## src/rtl/hazard_pkg.sv

```systemverilog
// Shared types and helpers for the pipeline hazard controller.
// Forwarding selects are only used when HAZARD_FWD_EN is defined.
package hazard_pkg;

    typedef enum logic [1:0] {
        FWD_RF = 2'b00,
        FWD_W  = 2'b01,
        FWD_M  = 2'b10
    } fwd_sel_t;

    typedef enum logic [1:0] {
        IDLE = 2'd0,
        WAIT = 2'd1,
        HALT = 2'd2
    } mem_state_t;

    localparam logic [4:0] REG_ZERO = 5'd0;

    // True when a writing stage targets a live (non-x0) register matching rs.
    function automatic logic reg_hit(input logic we, input logic [4:0] rd, input logic [4:0] rs);
        return we && (rd != REG_ZERO) && (rd == rs);
    endfunction

endpackage

```

## src/rtl/forward_unit.sv

```systemverilog
// Execute-stage operand forwarding selects (M result wins over W result).
// Only built when HAZARD_FWD_EN is defined; otherwise the selects are tied off in hazard_unit.
`ifdef HAZARD_FWD_EN
module forward_unit
    import hazard_pkg::*;
(
    input  logic [4:0] Rs1E,
    input  logic [4:0] Rs2E,
    input  logic [4:0] RdM,
    input  logic [4:0] RdW,
    input  logic       RegWriteM,
    input  logic       RegWriteW,
    output logic [1:0] ForwardAE,
    output logic [1:0] ForwardBE
);

    always_comb begin
        ForwardAE = FWD_RF;
        ForwardBE = FWD_RF;
        if (reg_hit(RegWriteM, RdM, Rs1E))
            ForwardAE = FWD_M;
        else if (reg_hit(RegWriteW, RdW, Rs1E))
            ForwardAE = FWD_W;
        if (reg_hit(RegWriteM, RdM, Rs2E))
            ForwardBE = FWD_M;
        else if (reg_hit(RegWriteW, RdW, Rs2E))
            ForwardBE = FWD_W;
    end

endmodule
`endif

```

## src/rtl/hazard_unit.sv

```systemverilog
// Pipeline hazard controller: forwarding, load-use/raw stalls, branch flushes,
// memory-wait hold with timeout halt, and saturating debug counters. Build option: HAZARD_FWD_EN.
module hazard_unit
    import hazard_pkg::*;
#(
    parameter int unsigned MEM_TIMEOUT = 16,
    parameter int unsigned CNT_W       = 32
) (
    input  logic             clk,
    input  logic             rst_n,
    input  logic [4:0]       Rs1D,
    input  logic [4:0]       Rs2D,
    input  logic [4:0]       Rs1E,
    input  logic [4:0]       Rs2E,
    input  logic [4:0]       RdE,
    input  logic [4:0]       RdM,
    input  logic [4:0]       RdW,
    input  logic             RegWriteE,
    input  logic             RegWriteM,
    input  logic             RegWriteW,
    input  logic             ResultSrcE0,
    input  logic             PCSrcE,
    input  logic             MemReqM,
    input  logic             MemReadyM,
    output logic [1:0]       ForwardAE,
    output logic [1:0]       ForwardBE,
    output logic             StallF,
    output logic             StallD,
    output logic             StallE,
    output logic             StallM,
    output logic             FlushD,
    output logic             FlushE,
    output logic             FlushW,
    output logic             Halted,
    output logic [CNT_W-1:0] StallCount,
    output logic [CNT_W-1:0] FlushCount
);

    localparam int unsigned WCNT_W = $clog2(MEM_TIMEOUT) + 1;

    mem_state_t        state;
    logic [WCNT_W-1:0] wait_cnt;
    logic              data_stall;
    logic              mem_stall;
    logic              unused_inputs;

`ifdef HAZARD_FWD_EN
    forward_unit u_forward (
        .Rs1E      (Rs1E),
        .Rs2E      (Rs2E),
        .RdM       (RdM),
        .RdW       (RdW),
        .RegWriteM (RegWriteM),
        .RegWriteW (RegWriteW),
        .ForwardAE (ForwardAE),
        .ForwardBE (ForwardBE)
    );

    assign data_stall = ResultSrcE0
                        && (reg_hit(1'b1, RdE, Rs1D) || reg_hit(1'b1, RdE, Rs2D))
                        && !PCSrcE;
    assign unused_inputs = RegWriteE;
`else
    assign ForwardAE = FWD_RF;
    assign ForwardBE = FWD_RF;

    // Without forwarding, any in-flight E or M write to a Decode source must drain first.
    assign data_stall = (reg_hit(RegWriteE, RdE, Rs1D) || reg_hit(RegWriteE, RdE, Rs2D)
                         || reg_hit(RegWriteM, RdM, Rs1D) || reg_hit(RegWriteM, RdM, Rs2D))
                        && !PCSrcE;
    assign unused_inputs = ^{Rs1E, Rs2E, RdW, RegWriteW, ResultSrcE0};
`endif

    always_comb begin
        mem_stall = (state != HALT) && MemReqM && !MemReadyM;
        StallF    = 1'b0;
        StallD    = 1'b0;
        StallE    = 1'b0;
        StallM    = 1'b0;
        FlushD    = 1'b0;
        FlushE    = 1'b0;
        FlushW    = 1'b0;
        // A held pipeline must not flush D/E, or a pending branch would be lost.
        if (state == HALT || mem_stall) begin
            StallF = 1'b1;
            StallD = 1'b1;
            StallE = 1'b1;
            StallM = 1'b1;
            FlushW = 1'b1;
        end else begin
            StallF = data_stall;
            StallD = data_stall;
            FlushD = PCSrcE;
            FlushE = data_stall || PCSrcE;
        end
    end

    always_ff @(posedge clk) begin
        if (!rst_n) begin
            state      <= IDLE;
            wait_cnt   <= '0;
            Halted     <= 1'b0;
            StallCount <= '0;
            FlushCount <= '0;
        end else begin
            if (StallF && StallCount != '1)
                StallCount <= StallCount + CNT_W'(1);
            if ((FlushD || FlushE) && FlushCount != '1)
                FlushCount <= FlushCount + CNT_W'(1);

            case (state)
                IDLE: begin
                    if (mem_stall) begin
                        state    <= WAIT;
                        wait_cnt <= WCNT_W'(1);
                    end
                end
                WAIT: begin
                    if (MemReadyM || !MemReqM) begin
                        state    <= IDLE;
                        wait_cnt <= '0;
                    end else if (wait_cnt == WCNT_W'(MEM_TIMEOUT - 1)) begin
                        state  <= HALT;
                        Halted <= 1'b1;
                    end else begin
                        wait_cnt <= wait_cnt + WCNT_W'(1);
                    end
                end
                HALT: state <= HALT;
                default: begin
                    state    <= IDLE;
                    wait_cnt <= '0;
                end
            endcase
        end
    end

endmodule
```

## config.mk

```make
export PLATFORM = sky130hd
export DESIGN_NAME = hazard_unit
export DESIGN_NICKNAME = d
export VERILOG_FILES = /design/src/rtl/hazard_pkg.sv /design/src/rtl/forward_unit.sv /design/src/rtl/hazard_unit.sv
export SDC_FILE = /design/constraint.sdc
export NUM_CORES = 1
export LEC_CHECK = 0
export ABC_AREA = 1
export CORE_ASPECT_RATIO = 1.4
export CORE_MARGIN = 2
export CORE_UTILIZATION = 35
export CTS_CLUSTER_SIZE = 40
export DETAILED_ROUTE_END_ITERATION = 12
export PLACE_DENSITY_LB_ADDON = 0.3
export SLEW_MARGIN = 30
export SYNTH_ARGS = -nofsm -noshare
export SYNTH_HDL_FRONTEND = slang
export SYNTH_SLANG_ARGS = --single-unit
```

## constraint.sdc

```tcl
create_clock -name clk -period 2.47 [get_ports clk]
set_input_delay 0.494 -clock clk [delete_from_list [all_inputs] [get_ports clk]]
set_output_delay 0.494 -clock clk [all_outputs]
set_load 0.03 [all_outputs]
```

==> qor.yml, run 1 <==
synth:
  synth.distinct_cells: 32
  ys_ff_latch: 72
  syn_avg_cell_area_um2: 6.07
  syn_area_um2: 5170
  yosys_warnings: 0
  synth_cells: 852
  ys_seq_area_frac: 0.279
drt:
  wl_um: 15700
  first_pass_iters: 5
  detail_route.wl_per_cell_um: 13.8
  drc: 0
  num_vias: 5697
  drtAntennaViolNets: 0
  routed_via_density: 5.00
  drtIter0Drc: 231
die:
  core_region_area_um2: 14400
  initial_core_util: 0.358
  row_count: 52
  io_pins: 120
  die_y_um: 148
  die_area_um2: 15800
  die_x_um: 107
placed_design:
  portBuffers: 98
  gp_congestion: 0.966
  dp_hpwl_um: 12000
power:
  power.total_w: 0.00312
  max-vdd-ir-drop_mv: 0.272
  power_density_nw_per_um2: 458
  p_leak_nw: 2.71
clock_network:
  numCtsBuffers: 9
  cts_tree: "yes"
  clk_transition_reported_paths_ns: 0.05
  cts_hold_buf: 0
  cts_max_path_buffers: 2
  htree_levels: 3
  clockRootBuffer: "clkbuf_16"
  clk_latency_ns: 0.34
  clkSinkCount: 72
sta:
  hold_viol_final: 0
  fin_crit_ns: 2.39
  tns_ns: 0
  max-slew-margin-rel: 0.651
  skew_ns: 0.0106
  setup_viol: 0
  fmax_mhz: 418
  hold_slack_ns: 0.467
  post-route-period-util: 0.968
  rsz0062_at_grt: "no"
  worst_slew_pin_slew_ns: 0.519
  drv_slew: 0
critical_path:
  end_kind: "output port"
  worstPathArrival_ns: 1.90
  start_kind: "primary input"
  rr_endpoint: "FlushCount[0]"
  endpoint: "StallF"
  crit_fanout: 4
  rr_worst_depth: 11
  path_class: "in -> out"
  worst_r2r_startpoint: "FlushCount[1]"
  cp-startpoint: "Rs1D[1]"
  required_ns: 1.98
  reg2reg_setup_slack_ns: 0.40
layout:
  nets: 994
  num-fill-cells: 1533
  areaGrowthSynthToFinish_pct: 31.8
  antenna_cells: 0
  drive_gt1_frac: 0.0789
global_routing:
  grt_max_degree: 34
  grt_overflow: 0
  grt_pass1_wl_um: 25800
  grt_pass1_vias: 5447
  track_usage: 0.202
  antenna_found_initial: 0
job:
  drv_cap: 0
run_status:
  status: "finished clean"
min_path:
  min_path_type: "reg -> reg"
## where the power goes
part,internal (W),switching (W)
Clock,0.000995,0.000536
Sequential,0.00117,0.0000111
Combinational,0.000151,0.000253
Total,0.00232,0.000801
## worst min path at each step
stage,startpoint,cells past startpoint,end,slack (ns)
final,wait_cnt[4],2,wait_cnt[4],0.47
after CTS,wait_cnt[4],2,wait_cnt[4],0.46
after global placement,wait_cnt[4],2,wait_cnt[4],0.45
after detailed placement,wait_cnt[4],2,wait_cnt[4],0.45
after floorplan,wait_cnt[4],2,wait_cnt[4],0.44
after global routing,wait_cnt[4],2,wait_cnt[4],0.48
## routing by layer
layer / global-route usage / vias up / wire length (um)
li1: - / 2939 / -
met1: 0.215 / 2579 / 6130
met2: 0.383 / 137 / 8350
met3: 0.0300 / 42 / 607
met4: 0.0916 / 0 / 614
met5: 0 / - / 0
## sequential cells by signal, indices dropped and copies added, names as in the netlist
register,cells
Halted,1
state,2
FlushCount,32
StallCount,32
wait_cnt,5
## stage by stage
stage,setup WS (ns),area (um^2),std cells,utilization
after floorplan,0.0660,5200,855,-
after global placement,0.00567,6380,1123,0.442
after detailed placement,-0.0195,6380,1123,0.442
after CTS,-0.00972,6720,1139,0.465
after global routing,0.000947,6810,1140,0.472
final,0.0789,6810,1140,0.472
## cells in the final DEF, fill, tap and decap left out, types with 2 or more instances in the layout
| master | count |
|---|---|
| clkdlybuf4s50_1 | 74 |
| buf_6 | 3 |
| nor3_4 | 2 |
| o21ai_0 | 3 |
| nor3_2 | 2 |
| conb_1 | 4 |
| inv_6 | 2 |
| ha_1 | 4 |
| bufinv_16 | 3 |
| inv_1 | 62 |
| dlymetal6s2s_1 | 16 |
| xnor2_1 | 14 |
| nand3_1 | 20 |
| clkbuf_16 | 9 |
| nor2_2 | 3 |
| nand3_2 | 3 |
| nor2_1 | 106 |
| inv_2 | 11 |
| nand2_1 | 305 |
| buf_4 | 19 |
| nand2_2 | 5 |
| a31oi_4 | 2 |
| xor2_1 | 23 |
| nand3b_1 | 21 |
| nor3_1 | 14 |
| a21oi_1 | 63 |
| dfxtp_1 | 72 |
| buf_12 | 5 |
| nand4_1 | 69 |
## area by class of cell
class	instances	area, um^2	area share
inverter	74	278	0.0408
clock buffer	10	229	0.0336
sequential	72	1440	0.212
clock inverter	6	115	0.0169
multi-input combinational	671	3290	0.482
timing repair buffer	118	1230	0.180
tap	189	236	0.0347
## cell usage after synthesis (all sizes together)
library cell | n | share of area
a21oi | 64 | 0.062
nand4 | 71 | 0.090
nand2b | 1 | 0.0012
o21ai | 3 | 0.0029
clkbuf | 19 | 0.014
a31oi | 2 | 0.0024
nand3 | 23 | 0.025
a2111o | 1 | 0.0022
nor2 | 110 | 0.083
conb | 1 | 0.00073
buf | 19 | 0.029
ha | 4 | 0.0097
nand3b | 21 | 0.031
xnor2 | 14 | 0.024
clkinv | 1 | 0.00073
xor2 | 23 | 0.039
nor3 | 18 | 0.024
nand2 | 311 | 0.23
a211oi | 1 | 0.0015
dfxtp | 72 | 0.28
inv | 73 | 0.053
## kinds of logic after synthesis
family | count (synthesis) | share of synthesized area
xor gates and xnor gates | 37 | 0.0627
other | 1 | 0.000726
and+or+nand+nor | 555 | 0.480
adders and majority gates | 4 | 0.00969
AOI/OAI and AO/OA | 71 | 0.0709
buffers and inverters | 112 | 0.0966
DFF | 72 | 0.279
## critical path: stages
cell and delay (ns):
clkdlybuf4s50_1 0.50, inv_1 0.06, nand2_1 0.06, nand2_1 0.05
nor2_1 0.11, nand3_1 0.10, nand2_2 0.09, nand2_4 0.08
a31oi_4 0.20, buf_6 0.16
## what timing repair did
action,4_1_cts,5_1_grt
gates resized for setup,1,27
buffers inserted,0,1
pin swaps,0,4
endpoints found under the setup margin,3,3
(Power assumes the default switching activity.)
==> inputs of run 2 (changes only) <==
ABC_AREA = unset   (was 1)
SLEW_MARGIN = unset   (was 30)
==> run 2 against run 1 <==
Compared with the run above:
- clock power decreased by 16%
- area after synthesis decreased by 21%
- combinational power decreased by 17%
- sequential power about the same
- critical path type unchanged
- critical endpoint is now FlushE
- highest routed layer unchanged
==> qor.yml, run 2 <==
synth:
  syn_area_um2: 4100
  yosys_warnings: 0
  synth_area_leaders: "dfxtp_1 (35%), a21oi_1 (6.2%), or4_1 (5.1%), xor2_1 (4.3%), o31ai_1 (4.2%)"
  ys_seq_area_frac: 0.352
  synth_top_area_cell: "dfxtp_1"
  ys_ff_latch: 72
  synth_commonest_cells: "dfxtp_1 (72), a21oi_1 (51), nand2_1 (42)"
  synth_edf_count: 0
  synth_cells: 500
  yosys.cell_count.top_type: "dfxtp_1"
  synth_ff_type: "dfxtp_1"
  yosysTopAreaCellShare: 0.352
  syn_avg_cell_area_um2: 8.19
  synth.distinct_cells: 48
  async_reset_ff_frac: 0
die:
  row_count: 46
  die_area_um2: 12600
  die_x_um: 95.4
  die_y_um: 132
  initial_core_util: 0.359
  core_region_area_um2: 11400
  io_pins: 120
clock_network:
  clockRootBuffer: "clkbuf_16"
  cts_max_path_buffers: 2
  cts_tree: "yes"
  clk_latency_ns: 0.33
  clk_transition_reported_paths_ns: 0.05
  htree_levels: 3
  cts_hold_buf: 0
  numCtsBuffers: 9
  post_cts_buffers: 0
  clkSinkCount: 72
sta:
  tns_ns: 0
  skew_ns: 0.00652
  drv_slew: 0
  fmax_mhz: 411
  post-route-period-util: 0.984
  setup_viol: 0
  hold_viol_final: 0
  fin_ws_ns: 0.0393
  fin_crit_ns: 2.43
job:
  drv_cap: 0
power:
  power_density_nw_per_um2: 485
  power.total_w: 0.00280
  max-vdd-ir-drop_mv: 0.350
  p_leak_nw: 1.98
drt:
  routed_via_density: 5.49
  first_pass_iters: 4
  wl_um: 11300
  detail_route.wl_per_cell_um: 14.6
  drtIter0Drc: 136
  num_vias: 4217
  drc: 0
  drtAntennaViolNets: 0
min_path:
  whs_path_depth: 1
  worstHoldStart: "state[1]"
  min_path_type: "reg -> reg"
  min_to: "state[0]"
critical_path:
  crit_fanout: 3
  path_class: "in -> out"
  critPathMaxStageDelay_ns: 0.52
  start_kind: "primary input"
  worstPathArrival_ns: 1.94
  crit_family: "simple AND/OR/NAND/NOR gates"
  path_cells: "clkdlybuf4s15_1 > or4_4 > o21ai_4 > buf_6 > o221ai_4 > and2_4 > buf_12"
  worst_r2r_startpoint: "StallCount[16]"
  rr_endpoint: "StallCount[11]"
  required_ns: 1.98
  rr_worst_depth: 7
  reg2reg_setup_slack_ns: 0.27
  end_kind: "output port"
  slowest_stage: "or4_4"
  critPathBufInv: 3
global_routing:
  grt_pass1_wl_um: 19100
  grt_overflow: 0
  track_usage: 0.185
  grt_max_degree: 36
  grt_pass1_vias: 4096
  antenna_found_initial: 0
layout:
  antenna_cells: 0
  areaGrowthSynthToFinish_pct: 40.8
  final_common_cell: "dfxtp_1"
  nets: 668
  final_util: 0.506
  drive_gt1_frac: 0.149
  finalNonFillerCells: 768
  reg_top3: "FlushCount x32, StallCount x32, wait_cnt x5"
  mostFrequentLayoutCells: "dfxtp_1 (72), clkdlybuf4s50_1 (71), a21oi_1 (50)"
placed_design:
  portBuffers: 98
  gp_congestion: 0.891
  dp.cells: 753
  dp_hpwl_um: 8150
  place_ws_ns: -0.707
run_status:
  status: "finished clean"
==> run 2: cell families after synthesis <==
family,Yosys count,share of synthesized area
xor gates and xnor gates,21,0.0449
AOI/OAI and AO/OA,119,0.175
buffers and inverters,50,0.0644
other,1,0.000915
DFF,72,0.352
and+or+nand+nor,219,0.316
adders and majority gates,4,0.0122
muxes,14,0.0342
==> run 2: final cells by class <==
class	instances	area, um^2
timing repair buffer	144	1320
tap	144	180
fill	1113	5630
sequential	72	1440
inverter	12	50.0
clock buffer	12	246
multi-input combinational	381	2490
clock inverter	3	42.5
==> run 2: stage by stage <==
| stage | hold WS [ns] | cell area, um^2 |
|---|---|---|
| 4_1_cts | 0.466 | 5760 |
| 3_3_place_gp | 0.435 | 5440 |
| 3_5_place_dp | 0.458 | 5440 |
| 6_report | 0.464 | 5770 |
| 2_1_floorplan | 0.424 | 4130 |
| 5_1_grt | 0.489 | 5770 |
==> run 2: layer usage <==
metal / track usage / wire, um / up-vias
met5: 0 / 0 / -
met1: 0.225 / 4650 / 1990
met2: 0.320 / 5900 / 105
met3: 0.0349 / 472 / 17
met4: 0.0651 / 223 / 0
li1: - / - / 2105
==> run 2: how the worst max path moves through the flow <==
stage	from	endpoint	slack [ns]	depth (start not counted)
2_1_floorplan	RdE[1]	StallF	-0.07	9
3_3_place_gp	RdM[1]	StallF	-0.66	7
3_5_place_dp	RdE[1]	StallF	-0.71	9
4_1_cts	RdE[2]	StallF	0.004	7
5_1_grt	RdM[3]	FlushE	-0.0003	7
6_report	RdM[3]	FlushE	0.04	7
==> run 2: what timing repair did <==
action,CTS,global route
setup endpoints to repair,57,14
pin swaps,14,11
resized for setup,52,12
==> run 2: where the power goes <==
group,switching (W),leakage (nW),internal (W),total [W]
logic,0.000193,1.26,0.000143,0.000336
registers,0.00000734,0.581,0.00117,0.00118
clock network,0.000485,0.139,0.000803,0.00129
total,0.000685,1.98,0.00212,0.00280
==> run 2: worst reg2reg max path, delay by kind of cell, from the launching register on <==
family,cells,cell delay [ns]
flip-flops,1,0.43
multiplexers,1,0.12
AND/OR/NAND/NOR,6,1.53
